### config.mk
export PLATFORM = sky130hd
export DESIGN_NAME = ex_mem_reg
export DESIGN_NICKNAME = d
export VERILOG_FILES = /design/src/rtl/ex_mem_reg.sv
export SDC_FILE = /design/constraint.sdc
export NUM_CORES = 1
export LEC_CHECK = 0
export CORE_MARGIN = 2
export CORE_UTILIZATION = 43
export CTS_CLUSTER_SIZE = 40
export DETAILED_ROUTE_END_ITERATION = 8
export PLACE_DENSITY = 0.82
export SLEW_MARGIN = 20
export SYNTH_ARGS = -nofsm -noshare
export SYNTH_HDL_FRONTEND = slang
export SYNTH_SLANG_ARGS = --single-unit
### constraint.sdc
create_clock -name clk -period 3.85 [get_ports clk]
set_input_delay 0.385 -clock clk [delete_from_list [all_inputs] [get_ports clk]]
set_output_delay 0.385 -clock clk [all_outputs]
set_load 0.02 [all_outputs]
### src/rtl/ex_mem_reg.sv
// EX/MEM pipeline register: write-back slot to MEM, multi-cycle scratch fed back to EX,
// and a saturating count of bubbles inserted into MEM.
module ex_mem_reg #(
  parameter int unsigned DATA_W  = 32,
  parameter int unsigned ADDR_W  = 5,
  parameter int unsigned STALL_W = 6,
  parameter int unsigned CNT_W   = 2,
  parameter int unsigned PERF_W  = 16
) (
  input  logic                clk,
  input  logic                rst,
  input  logic [STALL_W-1:0]  stall,
  input  logic                flush,
  input  logic                ex_we,
  input  logic [ADDR_W-1:0]   ex_waddr,
  input  logic [DATA_W-1:0]   ex_wdata,
  input  logic [2*DATA_W-1:0] ex_hilo_tmp,
  input  logic [CNT_W-1:0]    ex_cnt,
  output logic                mem_we,
  output logic [ADDR_W-1:0]   mem_waddr,
  output logic [DATA_W-1:0]   mem_wdata,
  output logic                mem_valid,
  output logic [2*DATA_W-1:0] hilo_tmp_o,
  output logic [CNT_W-1:0]    cnt_o,
  output logic [PERF_W-1:0]   bubble_cnt
);

  localparam logic [PERF_W-1:0] PerfOne = {{(PERF_W-1){1'b0}}, 1'b1};

  logic bubble;
  logic advance;

  // Only the EX/MEM stall bits matter; stall[4] without stall[3] falls through to advance.
  assign bubble  = stall[3] & ~stall[4];
  assign advance = ~stall[3];

  always_ff @(posedge clk) begin
    if (rst) begin
      mem_we     <= 1'b0;
      mem_waddr  <= '0;
      mem_wdata  <= '0;
      mem_valid  <= 1'b0;
      hilo_tmp_o <= '0;
      cnt_o      <= '0;
      bubble_cnt <= '0;
    end else if (flush) begin
      mem_we     <= 1'b0;
      mem_waddr  <= '0;
      mem_wdata  <= '0;
      mem_valid  <= 1'b0;
      hilo_tmp_o <= '0;
      cnt_o      <= '0;
    end else if (bubble) begin
      mem_we     <= 1'b0;
      mem_waddr  <= '0;
      mem_wdata  <= '0;
      mem_valid  <= 1'b0;
      // Keep the partial result alive for EX's next attempt.
      hilo_tmp_o <= ex_hilo_tmp;
      cnt_o      <= ex_cnt;
      if (bubble_cnt != '1) begin
        bubble_cnt <= bubble_cnt + PerfOne;
      end
    end else if (advance) begin
      mem_we     <= ex_we;
      mem_waddr  <= ex_waddr;
      mem_wdata  <= ex_wdata;
      mem_valid  <= 1'b1;
      hilo_tmp_o <= '0;
      cnt_o      <= '0;
    end
  end

endmodule

Yosys cells after proc, flatten, opt, wreduce, memory -nomap -nowiden
Cells that the tools add are included.

cells by class
  add/sub/neg operators = 1
  equality and inequality tests = 2
  multiplexer cells = 4
  bitwise operators = 3
  reductions and logical operators = 3

operators by type and width
  cell                                                                      count
  64-bit two-way mux                                                        2
  16-bit by 1-bit adder with 16-bit output (second input constant)          1
  16-bit inequality test (second input constant)                            1
  2-bit two-way mux                                                         2
  3-bit AND reduction                                                       1
  3-bit OR reduction                                                        1
  2-bit by 1-bit inequality test with 1-bit output (second input constant)  1
  1-bit inverter                                                            2
  2-bit OR reduction                                                        1
  1-bit AND                                                                 1

storage, ports and cells
  bits in registers = 121
  input bits = 113
  word-level logic and storage cells = 20

Logic depth before layout (Yosys ltp)
Gate-level depths: netlist of run 1.

  word-level depth = 3
  depth in mapped cells = 6
  gate-level depth less buffers = 5

Least setup slack after synthesis of run 1
OpenSTA, ideal clock, no wires.

  path type = reg2reg
  start = reg bubble_cnt[0]
  end = reg bubble_cnt[14]
  arrival = 1.672 ns
  required time = 3.727 ns
  setup slack = 2.054 ns
  cell stages (with the launch flop) = 6
  period minus slack after synthesis = 1.796 ns
  cell sequence = dfxtp_1 -> ha_1 -> and3_1 -> nand4_1 -> nor4b_1 -> mux2_1

on the way
  longest elaborated chain between the ends = 2
  elaborated cells between the ends (all ways) = 3
  those cells by class = 1 x add/sub; 1 x eq/ne; 1 x reduce/logical

RTL lines
  what                                                                                              RTL line  source
  start, declared                                                                                   25        output logic [PERF_W-1:0] bubble_cnt
  start signal, assigned                                                                            62        bubble_cnt <= bubble_cnt + PerfOne;
  parallel branches: the longest is 2 deep, another holds 16-bit by 1-bit adder with 16-bit output  --

Several ways; the timed one is not identified.
A chain may end at the register's enable or synchronous reset.

Worst setup path after layout of run 1
  start = reg bubble_cnt[2]
  end = out bubble_cnt[2]

No word-level cell between the ends.

==> impl_metrics.prom, run 1 <==
# TYPE chip_impl_metric gauge
chip_impl_info{name="result_of_the_run",value="finished, final reports clean"} 1
chip_impl_metric{name="final-max-slew-violation-count",unit=""} 0
chip_impl_metric{name="clk-insertion-delay-late",unit="ps"} 510
chip_impl_metric{name="synthesis.area",unit="um^2"} 4507
chip_impl_info{name="start_kind",value="flip-flop"} 1
chip_impl_metric{name="die-area",unit="um^2"} 11320
chip_impl_metric{name="globalplace.congestion",unit=""} 0.7527
chip_impl_metric{name="post_cts_buffers",unit=""} 0
chip_impl_metric{name="syn-mean-instance-area",unit="um^2"} 10.22
chip_impl_metric{name="final-setup-viol-count",unit=""} 0
chip_impl_info{name="cp_top_family",value="buffers and inverters"} 1
chip_impl_metric{name="synth.yosys.warnings",unit=""} 0
chip_impl_info{name="netlist.top_cell.by_area",value="sky130_fd_sc_hd__dfxtp_1"} 1
chip_impl_metric{name="gr-usage-all-layers",unit=""} 0.2303
chip_impl_metric{name="cpPeakStageDelay",unit="ps"} 660
chip_impl_metric{name="insertedDiodeCount",unit=""} 0
chip_impl_metric{name="detail_route.wl_per_cell",unit="um"} 15.98
chip_impl_metric{name="design_area",unit="um^2"} 7496
chip_impl_info{name="cts_tree",value="built"} 1
chip_impl_metric{name="final.setup.tns",unit="ps"} 0
chip_impl_info{name="ys_top_cells_by_area",value="sky130_fd_sc_hd__dfxtp_1, sky130_fd_sc_hd__mux2i_1, sky130_fd_sc_hd__nor2_1"} 1
chip_impl_metric{name="cts.sinks",unit=""} 121
chip_impl_metric{name="slew_of_the_pin_with_the_lowest_slew_margin",unit="ps"} 1095
chip_impl_info{name="yosys.cell_count.top_type",value="sky130_fd_sc_hd__dfxtp_1"} 1
chip_impl_info{name="clockRootBuffer",value="sky130_fd_sc_hd__clkbuf_8"} 1
chip_impl_metric{name="cts-buffers-inserted",unit=""} 17
chip_impl_metric{name="worstPathRequired",unit="ps"} 3460
chip_impl_metric{name="worst_ep_arrival_time",unit="ps"} 1590
chip_impl_info{name="worst_path_max_delay_cell",value="sky130_fd_sc_hd__clkdlybuf4s50_1"} 1
chip_impl_info{name="cp-end-kind",value="primary output"} 1
chip_impl_metric{name="route.vias.total",unit=""} 4057
chip_impl_metric{name="holdBufCountCts",unit=""} 0
chip_impl_metric{name="ys_seq_area_frac",unit=""} 0.5375
chip_impl_metric{name="achievable-frequency",unit="MHz"} 506.0
chip_impl_metric{name="cts.path.max_buffers",unit=""} 2
chip_impl_info{name="post_synth_most_frequent_cells",value="sky130_fd_sc_hd__dfxtp_1, sky130_fd_sc_hd__nor2_1, sky130_fd_sc_hd__mux2i_1, sky130_fd_sc_hd__a21oi_1, sky130_fd_sc_hd__clkbuf_1"} 1
chip_impl_info{name="yosys_most_used_dff",value="sky130_fd_sc_hd__dfxtp_1"} 1
chip_impl_metric{name="powerDensity",unit="nW/um^2"} 433.1
chip_impl_metric{name="yosys_register_bits",unit=""} 121
chip_impl_metric{name="maximum_number_of_pins_on_one_net_before_global_route_repair",unit=""} 68
chip_impl_metric{name="synthCells",unit=""} 441
chip_impl_metric{name="flow.area_growth_from_synthesis",unit="%"} 66.32
chip_impl_metric{name="share_of_layout_cells_above_drive_strength_1",unit=""} 0.06186
chip_impl_metric{name="floorplan.initialDensity",unit=""} 0.4405
chip_impl_metric{name="floorplan.die.height",unit="um"} 106.4
chip_impl_metric{name="synthDominantCellAreaShare",unit=""} 0.5375
chip_impl_metric{name="number_of_antenna_violations_at_the_first_check_in_global_routing",unit=""} 0
chip_impl_metric{name="global_route_wire_length_before_repair",unit="um"} 20080
chip_impl_metric{name="post_synth_num_cell_types",unit=""} 35
chip_impl_info{name="rsz_0062_raised_after_global_routing",value="false"} 1
chip_impl_metric{name="routed_via_density",unit=""} 4.978
chip_impl_metric{name="cts_repair_resizes",unit=""} 0
chip_impl_metric{name="detailed_place_hpwl",unit="um"} 9138
chip_impl_metric{name="placement.cell_area",unit="um^2"} 6887
chip_impl_metric{name="hold_violations",unit=""} 0
chip_impl_info{name="worst-setup-path-type",value="flip-flop to primary output"} 1
chip_impl_metric{name="finalCritPeriodShare",unit=""} 0.5133
chip_impl_metric{name="drc",unit=""} 0
chip_impl_metric{name="timing.final.crit_period",unit="ps"} 1976
chip_impl_metric{name="p_leak",unit="nW"} 2.986
chip_impl_metric{name="global_route.overflow_total",unit=""} 0
chip_impl_metric{name="final_net_count",unit=""} 781
chip_impl_metric{name="cap_violations",unit=""} 0
chip_impl_metric{name="clk_pin_slew",unit="ps"} 60
chip_impl_metric{name="synthesis.nets",unit=""} 555
chip_impl_metric{name="htree_levels",unit=""} 4
chip_impl_metric{name="crit_path_max_fanout",unit=""} 7
chip_impl_metric{name="cp.buffers_inverters",unit=""} 1
chip_impl_metric{name="ir_drop",unit="mV"} 0.3109
chip_impl_info{name="min-delay-path-class",value="input port to flip-flop"} 1
chip_impl_metric{name="detail_route.iter0.violations",unit=""} 161
chip_impl_metric{name="wl",unit="um"} 13030
chip_impl_metric{name="ant_nets",unit=""} 0
chip_impl_metric{name="num_io_pins",unit=""} 234
chip_impl_metric{name="grt_pass1_vias",unit=""} 4080
chip_impl_metric{name="detail_route.first_pass.iterations",unit=""} 6
chip_impl_metric{name="placeableCoreArea",unit="um^2"} 10230
chip_impl_metric{name="timing.slew.headroom",unit=""} 0.2701
chip_impl_metric{name="die_w",unit="um"} 106.4
chip_impl_metric{name="row_count",unit=""} 37
chip_impl_metric{name="placement.io_buffers",unit=""} 229
chip_impl_metric{name="n_fill_cell",unit=""} 731
chip_impl_metric{name="finalClockSkew",unit="ps"} 2.048
chip_impl_metric{name="number_of_enable_type_register_cells_in_the_synthesized_netlist",unit=""} 0
chip_impl_metric{name="async_reset_ff_frac",unit=""} 0
chip_impl_info{name="worstPathCellList",value="clkdlybuf4s50_1"} 1
metal layers:
layer | vias up | GRT usage | part of all wire
met1 | 1893 | 0.2410 | 0.37
met2 | 155 | 0.4011 | 0.52
li1 | 1978 | - | -
met3 | 31 | 0.08952 | 0.080
met4 | 0 | 0.1147 | 0.033
met5 | - | 0 | 0
worst paths after layout:
kind                      start        endpoint  slack [ps]  cells past startpoint
hold reg to reg       mem_valid       mem_valid         460                      2
setup / recovery  bubble_cnt[2]   bubble_cnt[2]        1870                      1
setup reg to reg  bubble_cnt[0]  bubble_cnt[14]        2040                      5
hold / removal         stall[4]   bubble_cnt[1]         220                      4
cells by family (layout without fill, tap and decap cells):
kind of cell	count (synthesis)	in the layout	share of synthesized area
AOI/OAI and AO/OA	31	31	0.04109
adders and majority gates	1	1	0.002776
buffers and inverters	32	270	0.03137
DFF	121	121	0.5375
muxes	106	106	0.2360
and+or+nand+nor	150	150	0.1513
report_power, final:
group,switching [W],internal [W]
clock,0.000536,0.00110
sequential,0.0000133,0.00128
combinational,0.000132,0.000191
total,0.000682,0.00256
worst min-delay path: cells and delay by family:
kind            cells  cell delay (ps)
buf+inv             1              100
simple gates        2              150
compound gates      1               50
area by class of cell:
class                           instances  area, um^2  area share
Sequential cell                       121        2422      0.3232
Timing Repair Buffer                  235        2330      0.3108
Multi-Input combinational cell        288        1949      0.2601
Clock buffer                           23       466.7     0.06226
Tap cell                              136       170.2     0.02270
Clock inverter                          8       142.6     0.01903
Inverter                                4       15.01    0.002003
stage by stage:
step | std cells | hold slack [ps] | setup slack (ps) | util | power, W
after floorplan | 441 | 526.4 | 2054 | - | 0.001461
after global placement | 784 | 442.1 | 1634 | 0.6731 | 0.001631
after detailed placement | 784 | 447.2 | 1574 | 0.6731 | 0.001639
after CTS | 815 | 199.6 | 1834 | 0.7327 | 0.003280
after global routing | 815 | 224.6 | 1788 | 0.7327 | 0.003358
final | 815 | 224.8 | 1874 | 0.7327 | 0.003246
state kept, by name (all words and copies together) (netlist names):
register	flops
bubble_cnt	16
cnt_o	2
hilo_tmp_o	64
mem_valid	1
mem_waddr	5
mem_wdata	32
mem_we	1
cells in the final DEF (no fill, tap or decap), types with 2 or more instances in the layout:
| cell | n |
|---|---|
| sky130_fd_sc_hd__or3_1 | 5 |
| sky130_fd_sc_hd__a21oi_1 | 14 |
| sky130_fd_sc_hd__nand2_1 | 4 |
| sky130_fd_sc_hd__bufinv_16 | 4 |
| sky130_fd_sc_hd__o31ai_1 | 8 |
| sky130_fd_sc_hd__clkbuf_16 | 16 |
| sky130_fd_sc_hd__nand3_1 | 5 |
| sky130_fd_sc_hd__o21ai_0 | 2 |
| sky130_fd_sc_hd__mux2i_1 | 104 |
| sky130_fd_sc_hd__or4_1 | 7 |
| sky130_fd_sc_hd__buf_4 | 7 |
| sky130_fd_sc_hd__and4_1 | 2 |
| sky130_fd_sc_hd__o21ai_1 | 3 |
| sky130_fd_sc_hd__nand4_1 | 6 |
| sky130_fd_sc_hd__nor2_1 | 108 |
| sky130_fd_sc_hd__and3_1 | 2 |
| sky130_fd_sc_hd__clkbuf_8 | 4 |
| sky130_fd_sc_hd__clkbuf_1 | 3 |
| sky130_fd_sc_hd__dfxtp_1 | 121 |
| sky130_fd_sc_hd__inv_1 | 3 |
| sky130_fd_sc_hd__clkdlybuf4s50_1 | 227 |
| sky130_fd_sc_hd__mux2_1 | 2 |
| sky130_fd_sc_hd__nor3_1 | 2 |
| sky130_fd_sc_hd__clkinv_2 | 3 |
Note: power is estimated with default switching activity, not from simulation.
==> inputs of run 2 (changes only) <==
CORE_UTILIZATION = 36   (was 43)
PLACE_DENSITY = 0.73   (was 0.82)
clock period = 1.73 ns   (was 3.85 ns; I/O delays follow)
==> run 2 against run 1 <==
Via count rose by 0.99%. Combinational power rose by 130%. Cell count rose by 5.4%. First-iteration DRC count rose by 17%. Global-route usage fell by 3.8 points. Core utilization fell by 10 points. Power rose by 120%. Critical path depth rose by 1. Largest power group unchanged. Highest routed layer unchanged.
==> impl_metrics.prom, run 2 (synthesis results as in run 1) <==
# TYPE chip_impl_metric gauge
chip_impl_metric{name="cts-buffers-inserted",unit=""} 17
chip_impl_metric{name="cts_repair_resizes",unit=""} 0
chip_impl_metric{name="clock_share_of_power",unit=""} 0.492
chip_impl_metric{name="routed_via_density",unit=""} 4.769
chip_impl_metric{name="placeableCoreArea",unit="um^2"} 12110
chip_impl_metric{name="wl",unit="um"} 12920
chip_impl_info{name="start_kind",value="flip-flop"} 1
chip_impl_metric{name="comb_power_share",unit=""} 0.103
chip_impl_metric{name="detail_route.wl_per_cell",unit="um"} 15.04
chip_impl_metric{name="number_of_antenna_violations_at_the_first_check_in_global_routing",unit=""} 0
chip_impl_info{name="mostFrequentLayoutCell",value="sky130_fd_sc_hd__clkdlybuf4s50_1"} 1
chip_impl_metric{name="detailed_place_hpwl",unit="um"} 9227
chip_impl_metric{name="row_count",unit=""} 40
chip_impl_metric{name="flow.area_growth_from_synthesis",unit="%"} 70.07
chip_impl_metric{name="slew_of_the_pin_with_the_lowest_slew_margin",unit="ps"} 651.3
chip_impl_metric{name="cap_violations",unit=""} 0
chip_impl_metric{name="clk_pin_slew",unit="ps"} 50
chip_impl_metric{name="floorplan.initialDensity",unit=""} 0.3721
chip_impl_metric{name="worst_ep_arrival_time",unit="ps"} 1510
chip_impl_metric{name="gr-usage-all-layers",unit=""} 0.1925
chip_impl_metric{name="powerDensity",unit="nW/um^2"} 925.2
chip_impl_info{name="cp_top_family",value="buffers and inverters"} 1
chip_impl_metric{name="worstPathRequired",unit="ps"} 1560
chip_impl_metric{name="maximum_number_of_pins_on_one_net_before_global_route_repair",unit=""} 68
chip_impl_metric{name="holdBufCountCts",unit=""} 0
chip_impl_metric{name="final-setup-viol-count",unit=""} 0
chip_impl_info{name="highest_count_cells_in_the_layout_ignoring_fill_and_taps",value="sky130_fd_sc_hd__clkdlybuf4s50_1, sky130_fd_sc_hd__dfxtp_1, sky130_fd_sc_hd__nor2_1"} 1
chip_impl_info{name="worst_path_max_delay_cell",value="sky130_fd_sc_hd__clkdlybuf4s50_1"} 1
chip_impl_metric{name="detail_route.first_pass.iterations",unit=""} 4
chip_impl_metric{name="global_route_wire_length_before_repair",unit="um"} 19980
chip_impl_metric{name="timing.final.crit_period",unit="ps"} 1680
chip_impl_info{name="min-delay-path-class",value="input port to flip-flop"} 1
chip_impl_metric{name="intPower",unit="W"} 0.005566
chip_impl_metric{name="flip_flop_count_of_the_largest_register_after_layout",unit=""} 64
chip_impl_info{name="reg.largest.list",value="hilo_tmp_o (64), mem_wdata (32), bubble_cnt (16)"} 1
chip_impl_metric{name="cts.sinks",unit=""} 121
chip_impl_metric{name="die_w",unit="um"} 115.9
chip_impl_info{name="worst-setup-path-type",value="flip-flop to primary output"} 1
chip_impl_metric{name="crit_path_max_fanout",unit=""} 4
chip_impl_metric{name="placement.io_buffers",unit=""} 229
chip_impl_metric{name="netSwitchingFraction",unit=""} 0.2151
chip_impl_info{name="cp-end-kind",value="primary output"} 1
chip_impl_metric{name="hold_violations",unit=""} 0
chip_impl_metric{name="htree_levels",unit=""} 4
chip_impl_metric{name="final-max-slew-violation-count",unit=""} 0
chip_impl_metric{name="ir_drop",unit="mV"} 0.8014
chip_impl_metric{name="share_of_layout_cells_above_drive_strength_1",unit=""} 0.08828
chip_impl_info{name="result_of_the_run",value="finished, final reports clean"} 1
chip_impl_metric{name="drc",unit=""} 0
chip_impl_metric{name="final_net_count",unit=""} 793
chip_impl_metric{name="clk-insertion-delay-late",unit="ps"} 410
chip_impl_metric{name="finalClockSkew",unit="ps"} 2.386
chip_impl_metric{name="cp.buffers_inverters",unit=""} 2
chip_impl_metric{name="post_cts_buffers",unit=""} 0
chip_impl_metric{name="detail_route.iter0.violations",unit=""} 189
chip_impl_info{name="clockRootBuffer",value="sky130_fd_sc_hd__clkbuf_16"} 1
chip_impl_metric{name="finalCritPeriodShare",unit=""} 0.9710
chip_impl_metric{name="final.hold.worst_slack",unit="ps"} 258.4
chip_impl_metric{name="achievable-frequency",unit="MHz"} 595.3
chip_impl_metric{name="ant_nets",unit=""} 0
chip_impl_metric{name="die-area",unit="um^2"} 13430
chip_impl_info{name="cts_tree",value="built"} 1
chip_impl_metric{name="globalplace.congestion",unit=""} 0.8137
chip_impl_metric{name="power_frac_seq",unit=""} 0.405
chip_impl_metric{name="p_leak",unit="nW"} 3.127
chip_impl_metric{name="postLayoutCoreUtil",unit=""} 0.6329
chip_impl_metric{name="num_io_pins",unit=""} 234
chip_impl_info{name="registers.top_by_ff_count",value="hilo_tmp_o"} 1
chip_impl_metric{name="floorplan.die.height",unit="um"} 115.9
chip_impl_metric{name="final.setup.tns",unit="ps"} 0
chip_impl_metric{name="cpPeakStageDelay",unit="ps"} 610
chip_impl_metric{name="cts.path.max_buffers",unit=""} 2
chip_impl_metric{name="route.vias.total",unit=""} 4097
chip_impl_metric{name="insertedDiodeCount",unit=""} 0
chip_impl_info{name="worstPathCellList",value="buf_4 -> clkdlybuf4s50_1"} 1
chip_impl_metric{name="global_route.overflow_total",unit=""} 0
chip_impl_metric{name="timing.slew.headroom",unit=""} 0.5658
chip_impl_metric{name="net-switching-power",unit="W"} 0.001526
chip_impl_metric{name="grt_pass1_vias",unit=""} 4189
==> run 2: final cells by class <==
type | instances | area, um^2
fillers | 1007 | 4447
repair buffers | 247 | 2452
flip-flops and latches | 121 | 2425
multi-input cells | 288 | 1972
clock buffers | 23 | 498.0
well taps | 168 | 210.2
clock inverters | 8 | 92.59
inverters | 4 | 15.01
==> run 2: worst min-delay path, cell delays in order <==
cell and delay (ps):
sky130_fd_sc_hd__buf_4 120, sky130_fd_sc_hd__nor3b_2 50, sky130_fd_sc_hd__buf_4 140, sky130_fd_sc_hd__nand3b_1 90, sky130_fd_sc_hd__a21oi_1 60
==> run 2: stage by stage <==
step / total power, W / setup slack, ps / cell area [um^2] / instances
floorplan: 0.003251 / 37.70 / 4518 / 441
global placement: 0.003644 / -129.1 / 7053 / 828
detailed placement: 0.003661 / -136.1 / 7053 / 828
CTS: 0.007169 / 27.30 / 7644 / 859
global route: 0.007340 / -9.695 / 7665 / 859
finish: 0.007092 / 50.25 / 7665 / 859
==> run 2: power by group through the flow <==
stage | Combinational (W) | Sequential (W) | Clock (W)
floorplan | 0.000253 | 0.00300 | 0
detailed placement | 0.000730 | 0.00293 | 0
CTS | 0.000734 | 0.00287 | 0.00356
global placement | 0.000716 | 0.00293 | 0
global route | 0.000777 | 0.00288 | 0.00369
finish | 0.000727 | 0.00287 | 0.00349
==> run 2: final timing paths <==
kind                        from        endpoint  slack, ps  depth (start not counted)
hold reg to reg        mem_valid       mem_valid        450                          2
hold / removal          stall[4]   bubble_cnt[1]        260                          5
setup / recovery  bubble_cnt[13]  bubble_cnt[13]         50                          2
setup reg to reg   bubble_cnt[1]  bubble_cnt[10]        110                          6
==> run 2: per-layer routing <==
metal / routed length [um] / GRT usage / part of all wire / up-vias
met2: 6756 / 0.3419 / 0.52 / 140
li1: - / - / - / 2002
met5: 0 / 0 / 0 / -
met3: 988 / 0.08316 / 0.076 / 29
met4: 340 / 0.08889 / 0.026 / 0
met1: 4836 / 0.1953 / 0.37 / 1926
==> inputs of run 3 (changes only) <==
CORE_MARGIN = 5   (was 2)
PLACE_DENSITY = 0.76   (was 0.73)
==> run 3 against run 2 <==
Register-to-register slack lost 50 ps. Worst hold slack lost 14 ps. Clock skew grew 3.5 ps. Worst setup slack gained 8.9 ps. Sequential power is essentially flat. Via count shrank 0.22%. Die area grew 11%. Core utilization shrank 0.25 points. Cell count grew 0.23%. Sequential share of layout area is essentially flat. Critical path type is now flip-flop to flip-flop. Highest routed layer unchanged.
==> impl_metrics.prom, run 3 (synthesis results as in run 1) <==
# TYPE chip_impl_metric gauge
chip_impl_metric{name="cap_violations",unit=""} 0
chip_impl_info{name="registers.top_by_ff_count",value="hilo_tmp_o"} 1
chip_impl_metric{name="placed_cells",unit=""} 830
chip_impl_metric{name="powerDensity",unit="nW/um^2"} 904.6
chip_impl_metric{name="placement.io_buffers",unit=""} 229
chip_impl_info{name="timing.hold.worst.start",value="stall[4]"} 1
chip_impl_metric{name="global_route_wire_length_before_repair",unit="um"} 21040
chip_impl_metric{name="globalplace.congestion",unit=""} 0.7877
chip_impl_metric{name="share_of_layout_cells_above_drive_strength_1",unit=""} 0.09380
chip_impl_info{name="cp-end-kind",value="flip-flop"} 1
chip_impl_metric{name="final-max-slew-violation-count",unit=""} 0
chip_impl_metric{name="cts-buffers-inserted",unit=""} 17
chip_impl_info{name="mostFrequentLayoutCell",value="sky130_fd_sc_hd__clkdlybuf4s50_1"} 1
chip_impl_info{name="rsz_0062_raised_after_global_routing",value="true"} 1
chip_impl_metric{name="hold_violations",unit=""} 0
chip_impl_metric{name="flip_flop_count_of_the_largest_register_after_layout",unit=""} 64
chip_impl_metric{name="drc",unit=""} 0
chip_impl_info{name="worstHoldEndpoint",value="bubble_cnt[4]"} 1
chip_impl_metric{name="routed_via_density",unit=""} 4.748
chip_impl_metric{name="die-area",unit="um^2"} 14860
chip_impl_info{name="result_of_the_run",value="finished, final reports clean"} 1
chip_impl_metric{name="ir_drop",unit="mV"} 0.7718
chip_impl_info{name="highest_count_cells_in_the_layout_ignoring_fill_and_taps",value="sky130_fd_sc_hd__clkdlybuf4s50_1, sky130_fd_sc_hd__dfxtp_1, sky130_fd_sc_hd__nor2_1"} 1
chip_impl_metric{name="stdcell_count",unit=""} 861
chip_impl_metric{name="floorplan.initialDensity",unit=""} 0.3706
chip_impl_metric{name="ant_nets",unit=""} 0
chip_impl_metric{name="insertedDiodeCount",unit=""} 0
chip_impl_info{name="cts_tree",value="built"} 1
chip_impl_metric{name="num_io_pins",unit=""} 234
chip_impl_metric{name="worstPathRequired",unit="ps"} 2030
chip_impl_metric{name="power",unit="W"} 0.006935
chip_impl_metric{name="slew_of_the_pin_with_the_lowest_slew_margin",unit="ps"} 652.9
chip_impl_metric{name="finalCritPeriodShare",unit=""} 0.9658
chip_impl_metric{name="detail_route.wl_per_cell",unit="um"} 15.60
chip_impl_metric{name="finalClockSkew",unit="ps"} 5.880
chip_impl_info{name="rr_startpoint",value="bubble_cnt[9]"} 1
chip_impl_metric{name="p_leak",unit="nW"} 3.143
chip_impl_metric{name="n_fill_cell",unit=""} 988
chip_impl_metric{name="cts.path.max_buffers",unit=""} 2
chip_impl_info{name="worst-setup-path-type",value="flip-flop to flip-flop"} 1
chip_impl_metric{name="final_net_count",unit=""} 795
chip_impl_info{name="reg.largest.list",value="hilo_tmp_o (64), mem_wdata (32), bubble_cnt (16)"} 1
chip_impl_metric{name="clk_pin_slew",unit="ps"} 50
chip_impl_metric{name="grt_pass1_vias",unit=""} 4241
chip_impl_metric{name="worst_hold_path.num_cells",unit=""} 4
chip_impl_metric{name="design_area",unit="um^2"} 7666
chip_impl_info{name="clockRootBuffer",value="sky130_fd_sc_hd__clkbuf_16"} 1
chip_impl_metric{name="worstRegToRegCells",unit=""} 4
chip_impl_metric{name="holdBufCountCts",unit=""} 0
chip_impl_info{name="worst_path_max_delay_cell",value="sky130_fd_sc_hd__dfxtp_1"} 1
chip_impl_metric{name="placement.cell_area",unit="um^2"} 7068
chip_impl_metric{name="wl",unit="um"} 13430
chip_impl_metric{name="cpPeakStageDelay",unit="ps"} 450
chip_impl_metric{name="die_w",unit="um"} 121.9
chip_impl_metric{name="row_count",unit=""} 40
chip_impl_metric{name="detail_route.iter0.violations",unit=""} 360
chip_impl_info{name="start_kind",value="flip-flop"} 1
chip_impl_info{name="r2r-end",value="bubble_cnt[15]"} 1
chip_impl_metric{name="clk-insertion-delay-late",unit="ps"} 410
chip_impl_metric{name="final-setup-viol-count",unit=""} 0
chip_impl_metric{name="timing.slew.headroom",unit=""} 0.5648
chip_impl_metric{name="timing.final.crit_period",unit="ps"} 1671
chip_impl_metric{name="worst_ep_arrival_time",unit="ps"} 1970
chip_impl_metric{name="floorplan.die.height",unit="um"} 121.9
chip_impl_metric{name="detail_route.first_pass.iterations",unit=""} 4
chip_impl_metric{name="cts.sinks",unit=""} 121
chip_impl_metric{name="maximum_number_of_pins_on_one_net_before_global_route_repair",unit=""} 68
chip_impl_metric{name="reg2reg_slack",unit="ps"} 60
chip_impl_metric{name="achievable-frequency",unit="MHz"} 598.5
chip_impl_metric{name="flow.area_growth_from_synthesis",unit="%"} 70.10
chip_impl_metric{name="route.vias.total",unit=""} 4088
chip_impl_metric{name="gr-usage-all-layers",unit=""} 0.1812
chip_impl_metric{name="htree_levels",unit=""} 4
chip_impl_metric{name="placeableCoreArea",unit="um^2"} 12160
chip_impl_metric{name="detailed_place_hpwl",unit="um"} 9784
chip_impl_metric{name="number_of_antenna_violations_at_the_first_check_in_global_routing",unit=""} 0
chip_impl_metric{name="global_route.overflow_total",unit=""} 0
chip_impl_info{name="worstPathCellList",value="and4_1 -> nand4_1 -> nor4_1 -> mux2_1"} 1
chip_impl_metric{name="crit_path_max_fanout",unit=""} 7
chip_impl_info{name="min-delay-path-class",value="input port to flip-flop"} 1
-- run 3: cell count changes in the layout (fill, tap and decap cells not counted), sizes merged --
cell           change
bufinv             -1
buf                +2
clkdlybuf4s50      -1
clkbuf             +1
dlymetal6s2s       +1
-- run 3: critical path, delay by kind of cell (launching register included) --
kind / cells / cell delay (ps)
flops: 1 / 450
mux: 1 / 350
simple gates: 3 / 760
-- run 3: final cells by class --
class / count / area, um^2 / share of cell area
timing repair buffer: 249 / 2470 / 0.3222
tap: 168 / 210.2 / 0.02742
clock inverter: 7 / 66.31 / 0.008650
inverter: 4 / 15.01 / 0.001959
clock buffer: 24 / 501.7 / 0.06545
sequential: 121 / 2429 / 0.3168
multi-input combinational: 288 / 1974 / 0.2575
-- run 3: worst max-delay path by stage --
stage	cells past startpoint	endpoint	from	slack, ps
2_1_floorplan	5	bubble_cnt[1]	bubble_cnt[12]	40
3_5_place_dp	5	bubble_cnt[3]	flush	-130
5_1_grt	4	bubble_cnt[15]	bubble_cnt[9]	-2
6_report	4	bubble_cnt[15]	bubble_cnt[9]	60
4_1_cts	2	bubble_cnt[13]	bubble_cnt[13]	10
3_3_place_gp	5	bubble_cnt[3]	flush	-120
-- run 3: what timing repair did --
action	in CTS	in global routing
gates resized for setup	0	10
buffers inserted	0	0
endpoints found under the setup margin	0	11
-- run 3: metal layers --
metal | up-vias | GRT usage | wire [um]
li1 | 2003 | - | -
met1 | 1908 | 0.1802 | 4935
met2 | 154 | 0.3187 | 7012
met3 | 23 | 0.08682 | 1168
met4 | 0 | 0.08333 | 314
met5 | - | 0 | 0
-- run 3: where the power goes --
part | switching (W) | internal, W
combinational | 0.000295 | 0.000433
sequential | 0.0000281 | 0.00285
clock | 0.00119 | 0.00215
-- run 3: stage by stage --
stage | setup WS [ps] | hold WS (ps) | utilization | setup TNS (ps)
after floorplan | 37.70 | 316.9 | - | 0
after global placement | -117.0 | 436.9 | 0.5812 | -325.8
after detailed placement | -128.0 | 444.1 | 0.5812 | -730.3
after CTS | 12.66 | 228.8 | 0.6279 | 0
after global routing | -2.443 | 259.3 | 0.6304 | -2.443
final | 59.18 | 244.6 | 0.6304 | 0
